===== config.mk =====
export PLATFORM = sky130hd
export DESIGN_NAME = llc_input_scheduler
export DESIGN_NICKNAME = d
export VERILOG_FILES = /design/src/rtl/llc_input_scheduler_pkg.sv /design/src/rtl/llc_input_scheduler_age.sv /design/src/rtl/llc_input_scheduler.sv
export SDC_FILE = /design/constraint.sdc
export NUM_CORES = 1
export LEC_CHECK = 0
export ABC_AREA = 1
export BUFFER_PORTS_ARGS = -buffer_cell sky130_fd_sc_hd__buf_4
export CORE_ASPECT_RATIO = 1.25
export CORE_UTILIZATION = 55
export DETAILED_ROUTE_END_ITERATION = 8
export GPL_TIMING_DRIVEN = 0
export MAX_ROUTING_LAYER = met4
export PLACE_DENSITY_LB_ADDON = 0.2
export SLEW_MARGIN = 20
export SYNTH_ARGS = -nofsm -noshare
export SYNTH_HDL_FRONTEND = slang
export SYNTH_SLANG_ARGS = --single-unit

===== constraint.sdc =====
create_clock -name clk -period 1.8 [get_ports clk]
set_input_delay 0 -clock clk [delete_from_list [all_inputs] [get_ports clk]]
set_output_delay 0 -clock clk [all_outputs]
set_load 0.01 [all_outputs]

===== src/rtl/llc_input_scheduler_pkg.sv =====
// Shared types for the LLC input scheduler: channel ids, scheduler states and
// the descriptor presented to the input decoder.
package llc_input_scheduler_pkg;

    // Widest set index the descriptor can carry; the top slices down to SET_BITS.
    localparam int LLC_SET_W_MAX = 16;

    typedef enum logic [1:0] {
        SRC_RST = 2'd0,
        SRC_RSP = 2'd1,
        SRC_REQ = 2'd2,
        SRC_DMA = 2'd3
    } llc_src_t;

    typedef enum logic [1:0] {
        RUN    = 2'd0,
        SWEEP  = 2'd1,
        RECALL = 2'd2
    } llc_sched_state_t;

    typedef struct packed {
        llc_src_t                 src;
        logic                     sweep;
        logic                     flush;
        logic [LLC_SET_W_MAX-1:0] set;
    } llc_sched_desc_t;

endpackage


===== src/rtl/llc_input_scheduler_age.sv =====
// Starvation age counter: counts blocked cycles of one channel, saturating at
// STARVE_LIMIT, and flags the channel as promoted once the limit is reached.
module llc_age_counter #(
    parameter int AGE_W        = 4,
    parameter int STARVE_LIMIT = 15
) (
    input  logic             clk,
    input  logic             rst,
    input  logic             inc,
    input  logic             clr,
    output logic [AGE_W-1:0] age,
    output logic             promoted
);

    logic [AGE_W-1:0] age_q, age_d;

    always_comb begin
        age_d = age_q;
        if (clr) begin
            age_d = '0;
        end else if (inc && (age_q != AGE_W'(STARVE_LIMIT))) begin
            age_d = age_q + AGE_W'(1);
        end
    end

    always_ff @(posedge clk or negedge rst) begin
        if (!rst) begin
            age_q <= '0;
        end else begin
            age_q <= age_d;
        end
    end

    assign age      = age_q;
    assign promoted = (age_q == AGE_W'(STARVE_LIMIT));

endmodule


===== src/rtl/llc_input_scheduler.sv =====
// Four-channel LLC input arbiter with reset/flush set sweep, recall window and
// REQ/DMA anti-starvation aging; output is a registered valid/ready descriptor.
module llc_input_scheduler
    import llc_input_scheduler_pkg::*;
#(
    parameter int SET_BITS     = 8,
    parameter int STARVE_LIMIT = 15,
    parameter int AGE_W        = 4
) (
    input  logic                clk,
    input  logic                rst,
    input  logic                rst_tb_valid,
    input  logic                rst_tb_flush,
    input  logic                rsp_valid,
    input  logic                req_valid,
    input  logic                dma_valid,
    input  logic                req_stall,
    input  logic                dma_busy,
    input  logic                recall_start,
    input  logic                recall_done,
    output logic                rst_tb_pop,
    output logic                rsp_pop,
    output logic                req_pop,
    output logic                dma_pop,
    output logic                out_valid,
    input  logic                out_ready,
    output logic [1:0]          out_src,
    output logic                out_sweep,
    output logic                out_flush,
    output logic [SET_BITS-1:0] out_set,
    output logic                sweep_done,
    output logic                in_recall,
    output logic                idle
);

    llc_sched_state_t    state_q, state_d;
    llc_sched_desc_t     desc_q, desc_d;
    logic                out_valid_q, out_valid_d;
    logic [SET_BITS-1:0] cnt_q, cnt_d;
    logic                flush_q, flush_d;
    logic                pending_q, pending_d;
    logic                sweep_done_q, sweep_done_d;

    logic load, last_accept, recall_open;
    logic g_rst, g_rsp, g_req, g_dma;

    // Index 0 = REQ, index 1 = DMA.
    logic [1:0]            age_valid, age_grant, age_inc, age_clr, age_prom;
    logic [1:0][AGE_W-1:0] unused_age;

    assign load        = !out_valid_q || out_ready;
    assign last_accept = out_valid_q && out_ready && desc_q.sweep &&
                         (desc_q.set[SET_BITS-1:0] == {SET_BITS{1'b1}});
    // A simultaneous recall_done cancels the recall_start.
    assign recall_open = recall_start && !recall_done;

    assign age_valid = {dma_valid, req_valid};
    assign age_grant = {g_dma, g_req};

    for (genvar gi = 0; gi < 2; gi++) begin : g_age
        assign age_inc[gi] = (state_q == RUN) && age_valid[gi] && !req_stall &&
                             load && !age_grant[gi];
        assign age_clr[gi] = !age_valid[gi] || age_grant[gi];

        llc_age_counter #(
            .AGE_W        (AGE_W),
            .STARVE_LIMIT (STARVE_LIMIT)
        ) u_age (
            .clk      (clk),
            .rst      (rst),
            .inc      (age_inc[gi]),
            .clr      (age_clr[gi]),
            .age      (unused_age[gi]),
            .promoted (age_prom[gi])
        );
    end

    if (SET_BITS < LLC_SET_W_MAX) begin : g_set_pad
        logic unused_set_hi;
        assign unused_set_hi = ^desc_q.set[LLC_SET_W_MAX-1:SET_BITS];
    end

    always_comb begin
        g_rst        = 1'b0;
        g_rsp        = 1'b0;
        g_req        = 1'b0;
        g_dma        = 1'b0;
        state_d      = state_q;
        desc_d       = desc_q;
        out_valid_d  = out_valid_q;
        cnt_d        = cnt_q;
        flush_d      = flush_q;
        pending_d    = pending_q;
        sweep_done_d = 1'b0;

        // Channel selection; only a load cycle may grant.
        if (load) begin
            if (state_q == RUN) begin
                if (rst_tb_valid && !dma_busy)                  g_rst = 1'b1;
                else if (req_valid && age_prom[0] && !req_stall) g_req = 1'b1;
                else if (dma_valid && age_prom[1] && !req_stall) g_dma = 1'b1;
                else if (rsp_valid)                              g_rsp = 1'b1;
                else if (req_valid && !req_stall)                g_req = 1'b1;
                else if (dma_valid && !req_stall)                g_dma = 1'b1;
            end else if (state_q == RECALL) begin
                g_rsp = rsp_valid;
            end
        end

        case (state_q)
            RUN: begin
                if (load) begin
                    out_valid_d = g_rsp || g_req || g_dma;
                    desc_d      = '0;
                    if (g_rsp)      desc_d.src = SRC_RSP;
                    else if (g_req) desc_d.src = SRC_REQ;
                    else if (g_dma) desc_d.src = SRC_DMA;
                end
                if (g_rst) begin
                    state_d   = SWEEP;
                    flush_d   = rst_tb_flush;
                    cnt_d     = '0;
                    pending_d = recall_open;
                end else if (recall_open) begin
                    state_d = RECALL;
                end
            end
            SWEEP: begin
                if (recall_open)      pending_d = 1'b1;
                else if (recall_done) pending_d = 1'b0;
                // The final beat is consumed without launching a wrapped beat 0.
                if (last_accept) begin
                    out_valid_d  = 1'b0;
                    desc_d       = '0;
                    sweep_done_d = 1'b1;
                    state_d      = pending_d ? RECALL : RUN;
                    pending_d    = 1'b0;
                end else if (load) begin
                    out_valid_d  = 1'b1;
                    desc_d.src   = SRC_RST;
                    desc_d.sweep = 1'b1;
                    desc_d.flush = flush_q;
                    desc_d.set   = LLC_SET_W_MAX'(cnt_q);
                    cnt_d        = cnt_q + SET_BITS'(1);
                end
            end
            RECALL: begin
                if (load) begin
                    out_valid_d = g_rsp;
                    desc_d      = '0;
                    if (g_rsp) desc_d.src = SRC_RSP;
                end
                if (recall_done) state_d = RUN;
                pending_d = 1'b0;
            end
            default: begin
                state_d     = RUN;
                out_valid_d = 1'b0;
                desc_d      = '0;
            end
        endcase
    end

    always_ff @(posedge clk or negedge rst) begin
        if (!rst) begin
            state_q      <= RUN;
            desc_q       <= '0;
            out_valid_q  <= 1'b0;
            cnt_q        <= '0;
            flush_q      <= 1'b0;
            pending_q    <= 1'b0;
            sweep_done_q <= 1'b0;
        end else begin
            state_q      <= state_d;
            desc_q       <= desc_d;
            out_valid_q  <= out_valid_d;
            cnt_q        <= cnt_d;
            flush_q      <= flush_d;
            pending_q    <= pending_d;
            sweep_done_q <= sweep_done_d;
        end
    end

    // Pops and idle are combinational; holding them low under reset keeps every output quiet.
    assign rst_tb_pop = g_rst && rst;
    assign rsp_pop    = g_rsp && rst;
    assign req_pop    = g_req && rst;
    assign dma_pop    = g_dma && rst;

    assign out_valid  = out_valid_q;
    assign out_src    = desc_q.src;
    assign out_sweep  = desc_q.sweep;
    assign out_flush  = desc_q.flush;
    assign out_set    = desc_q.set[SET_BITS-1:0];
    assign sweep_done = sweep_done_q;
    assign in_recall  = (state_q == RECALL);
    assign idle       = rst && (state_q == RUN) && !out_valid_q &&
                        !(rst_tb_valid || rsp_valid || req_valid || dma_valid);

endmodule


Word-level counts from Yosys, hierarchy flattened:

Index checks and enable logic that the tools add are counted.

* $add $sub $neg: 3
* multipliers: 0
* div/mod/pow operators: 0
* magnitude comparators: 0
* eq/ne operators: 16
* shift operators: 0
* mux-type cells: 61
* bitwise logic cells: 0
* reductions and logical operators: 55

Operators with widths (count)
* two-way mux 20 bit: 4
* one-hot mux 20 bit (3 select lines): 1
* two-way mux 1 bit: 37
* logical AND 1 bit: 28
* two-way mux 8 bit: 3
* two-way mux 2 bit: 8
* two-way mux 4 bit: 4
* one-hot mux 8 bit (2 select lines): 1
* inequality test 2 bit, second input constant: 6
* zero test 1 bit: 9
* adder 4 x 1 -> 4 bit, second input constant: 2
* adder 8 x 1 -> 8 bit, second input constant: 1
* equality test 4 bit, second input constant: 2
* equality test 8 bit, second input constant: 1
* logical OR 1 bit: 8
* inequality test 4 bit, second input constant: 2
* inequality test 3 bit, second input constant: 2
* one-hot mux 1 bit (3 select lines): 2
* one-hot mux 2 bit (3 select lines): 1
* AND reduction 3 bit: 2
* nonzero test 2 bit: 3
* AND reduction 2 bit: 2
* AND reduction 4 bit: 1
* nonzero test 3 bit: 1
* other kinds (4): 4

* flip-flop bits (word level): 34
* bits in latches: 0
* RAM bits: 0
* ROM bits: 0
* input port bits: 12
* output and inout bits: 20
* memories: 0

Depth between registers and ports, before layout:

* word-level depth: 15
* mapped depth: 12
* depth with buffers taken out: 12

Hierarchy:

From an unflattened synthesis, not the netlist that was laid out.

* cells, all modules: 272
* area total of the unflattened synthesis: 2045.7 um^2

By module, submodules not included
* llc_input_scheduler: times used 1, cells an instance 214, area each 1595.3 um^2
* llc_age_counter: times used 2, cells an instance 29, area each 225.2 um^2

Least setup slack after synthesis:

OpenSTA, ideal clock, no wires.

* path type: register -> register
* start: register state_q[0]
* end: register g_age[1].u_age.age_q[3]
* data arrival time: 1.421 ns
* required time: 1.677 ns
* slack: 0.256 ns
* cell stages (with the launch flop): 11
* cell sequence: dfrtp_1 -> inv_1 -> ha_1 -> inv_1 -> nor2_4 -> nand2_1 -> nor2_2 -> inv_1 -> nand2_2 -> o21bai_1 -> a21oi_1

* longest elaborated chain between the ends: 7
* elaborated cells between the ends (all ways): 12
* those cells by class: mux: 3; reduce/logical: 9

Ends and longest elaborated chain
* from (decl): RTL line llc_input_scheduler.sv:36 `llc_sched_state_t state_q, state_d;`
* from (signal assigned): RTL line llc_input_scheduler.sv:174 `state_q <= state_d;`
* zero test 2 bit (*): RTL line llc_input_scheduler.sv:61, llc_input_scheduler.sv:98
* two-way mux 1 bit / logical AND 1 bit (equally long branches): RTL line llc_input_scheduler.sv:98, llc_input_scheduler.sv:61
* two-way mux 1 bit / logical AND 1 bit (equally long branches): RTL line llc_input_scheduler.sv:97, llc_input_scheduler.sv:61
* zero test 1 bit / logical AND 1 bit (equally long branches): RTL line llc_input_scheduler.sv:62, llc_input_scheduler.sv:61
* logical AND 1 bit: RTL line llc_input_scheduler.sv:62 `load && !age_grant[gi];`
* logical AND 1 bit: RTL line llc_input_scheduler_age.sv:21 `end else if (inc && (age_q != AGE_W'(STARVE_LIMIT))) begin`
* nonzero test 2 bit (no line)
* to (signal assigned): RTL line llc_input_scheduler_age.sv:30 `age_q <= age_d;`
* to (decl): RTL line llc_input_scheduler_age.sv:15 `logic [AGE_W-1:0] age_q, age_d;`

Mark *: on every way between the ends. The rest lies on a longest branch, timed or not.
A chain may end at the register's enable or synchronous reset.

Worst setup path in the final report:

* start: register state_q[0]
* end: output dma_pop

* longest elaborated chain between the ends: 4

Ends and longest elaborated chain
* zero test 2 bit: RTL line llc_input_scheduler.sv:98 `if (state_q == RUN) begin`
* two-way mux 1 bit: RTL line llc_input_scheduler.sv:98
* two-way mux 1 bit: RTL line llc_input_scheduler.sv:97 `if (load) begin`
* logical AND 1 bit: RTL line llc_input_scheduler.sv:188 `assign dma_pop = g_dma && rst;`
* to (decl): RTL line llc_input_scheduler.sv:24 `output logic dma_pop,`

Every way passes these cells.

==> flow_summary.yaml <==
outcome:
  status: "complete, no violations"
setup_path:
  critical_path_class: "flop to output port"
  crit_required_ps: 1800
  worstPathCellList: "inv_2 -> ha_4 -> inv_2 -> nor2_4 -> nand2_2 -> nor2_4 -> inv_1 -> nor2_1 -> buf_4"
  worstPathMaxFanout: 7
  worstSetupEndpointType: "output port"
  start_kind: "flop"
  critPathSlowestCell: "dfrtp_1"
  arrival_ps: 1680
  cp_slowest_stage_delay_ps: 420
detailed_routing:
  vias_per_cell: 5.34
  drt-initial-drc-count: 47
  dr.pass1.iters: 4
  vias: 1758
  routed_wl_um: 4190
  wl_per_cell_um: 12.7
  ant_nets: 0
  drcViolationCount: 0
floorplan:
  rows: 23
  die_x_um: 55.1
  dieArea_mm2: 0.00376
  dieHeight_um: 68.3
  io_pins: 32
  initial_core_util_pct: 59.0
  core_area_mm2: 0.00328
sta:
  rsz0062_at_grt: "true"
  slew-limit-headroom_pct: 70.3
  skew_ps: 4.26
  period_minus_slack_ps: 1680
  setup_violations: 0
  period_share_pct: 93.1
  worst_pin_slew_ps: 445
  max_freq_mhz: 597
  setup_ws_ps: 124
  slew_viol_final: 0
  hold_violations: 0
  hold_slack_ps: 18.4
clock_network:
  clockBufferDepth: 2
  clock_sinks: 34
  ctsRootBufferMaster: "clkbuf_8"
  cts_buffers: 5
  cts_tree: "built"
  clk_pin_slew_ps: 60
  h-tree-depth: 2
  worst_skew_pair.late_latency_ps: 280
placed_design:
  place_hpwl_um: 2980
  dpl_worst_slack_ps: -79.1
  post_dp_cell_area_mm2: 0.00221
  routabilityCongestion: 0.863
  port_buffers: 31
logic_synthesis:
  syn-num-nets: 264
  ys_seq_area_share_pct: 44.0
  syn_area_per_cell_um2: 7.90
  ys_ff_latch: 34
  synth.distinct_cells: 28
  netlist_area_mm2: 0.00194
  yosysTopAreaCell: "dfrtp_1"
  synthDominantCellAreaShare_pct: 44.0
  synth_top_cells_by_area: "dfrtp_1 (44%), nand2_1 (11%), inv_1 (8.0%)"
  ys_warn_count: 0
  syn_inst: 245
layout:
  nNetsFinal: 311
  stdcell_area_mm2: 0.00242
  syn2layout_area_growth_pct: 24.8
  final_core_utilization_pct: 73.6
  drive_above_1_share_pct: 24.0
  diodes: 0
power:
  ir_worst_vdd_mv: 0.790
  p_per_area_mw_per_mm2: 1120
  power_mw: 2.72
  leakagePower_nw: 1.17
global_routing:
  grt_max_degree: 37
  grt.overflow.total: 0
  grt_usage_pct: 25.8
  antenna_found_initial: 0
  first_global_vias: 1621
  grt_pass1_wl_um: 6640
min_path:
  hp-class: "primary input to flop"
run:
  cap_violations: 0
==> cells in the mapped netlist <==
library cell and count:
o21ai_1 1, nor3_1 8, inv_1 41, xor2_1 7
o31ai_1 4, nor3_2 2, nand2_1 56, nand3_1 12
o22ai_1 6, dfrtp_1 34, inv_2 3, xnor2_1 2
o21bai_1 1, nor3_4 1, o21ai_0 13, nor2_4 2
nand4_1 5, nand3_2 1, nor4_1 1, ha_1 7
buf_2 1, nand2_2 3, o21ai_4 1, nor2_2 3
nor2_1 19, a21oi_1 9, a21oi_2 1, o21a_1 1
==> per-stage QoR <==
step | std cells | TNS [ps]
global route | 329 | -24.4
global placement | 313 | -647
CTS | 322 | 0
detailed placement | 313 | -600
finish | 329 | 0
floorplan | 245 | 0
==> layer usage <==
layer | global-route usage (%) | part of all wire (%) | vias up
met5 | - | 0 | -
met2 | 42.8 | 52 | 38
li1 | - | - | 885
met4 | 12.8 | 1.7 | 0
met1 | 28.9 | 43 | 828
met3 | 5.33 | 3.8 | 7
==> worst paths after layout <==
check / from / to / slack [ps] / depth (start not counted)
max: state_q[0] / dma_pop / 120 / 9
min: dma_valid / g_age[1].u_age.age[1] / 20 / 3
max reg2reg: state_q[1] / out_set[2] / 150 / 8
min reg2reg: cnt_q[7] / cnt_q[7] / 480 / 2
max in group asynchronous: rst / flush_q / 1280 / 2
min in group asynchronous: rst / g_age[1].u_age.age[2] / 210 / 2
==> kinds of logic (layout without fill, tap and decap cells) <==
family / after synthesis / count (layout) / synth area share (%)
and+or+nand+nor: 113 / 113 / 27.2
buffers and inverters: 45 / 92 / 8.79
AOI/OAI and AO/OA: 37 / 37 / 11.5
DFF: 34 / 34 / 44.0
xor gates and xnor gates: 9 / 9 / 4.07
adders and majority gates: 7 / 7 / 4.52
==> flip-flops by register name (all words and copies together) (netlist names) <==
signal,count
cnt_q,8
flush_q,1
g_age.u_age.age,8
out_flush,1
out_set,8
out_src,2
out_sweep,1
out_valid,1
pending_q,1
state_q,2
sweep_done,1
==> placed cells by master, fill, tap and decap left out, types with 2 or more instances in the layout <==
cell type	synthesis	routed
nand2_1	56	53
nor2_2	3	2
buf_4	0	38
nor2_4	2	4
o22ai_1	6	6
clkbuf_1	0	2
nand4_1	5	5
ha_1	7	5
inv_1	41	38
o31ai_1	4	4
clkbuf_8	0	5
o21ai_1	1	2
nand2_2	3	6
dlygate4sd3_1	0	2
a21oi_1	9	9
nor3_1	8	8
o21ai_0	13	12
xor2_1	7	7
dfrtp_1	34	34
nand3_1	12	12
nor2_1	19	18
xnor2_1	2	2
nor3_2	2	2
inv_2	3	5
==> critical path, delay by kind of cell (launching register included) <==
kind,cells,cell delay [ps]
AND/OR/NAND/NOR,4,430
adder cells (fa/ha/maj),1,180
flip-flops,1,420
buffers and inverters,4,380
==> layout make-up <==
type / count / area (µm²)
multi-input combinational: 166 / 965
fill: 263 / 865
sequential: 34 / 851
timing repair buffer: 40 / 305
inverter: 44 / 168
clock buffer: 7 / 76.3
tap: 37 / 46.3
buffer: 1 / 5.00
==> report_power, final <==
| group | internal (mW) | total [mW] | switching (mW) |
|---|---|---|---|
| Combinational | 0.486 | 1.26 | 0.775 |
| Clock | 0.266 | 0.517 | 0.251 |
| Sequential | 0.864 | 0.938 | 0.0745 |
| Total | 1.62 | 2.72 | 1.10 |
==> timing repair <==
action,in CTS,in global routing
hold buffers,2,0
pin swaps,1,5
setup buffers,0,7
setup endpoints to repair,13,24
resized for setup,5,11
hold endpoints to repair,35,0
(Power assumes the default switching activity.)
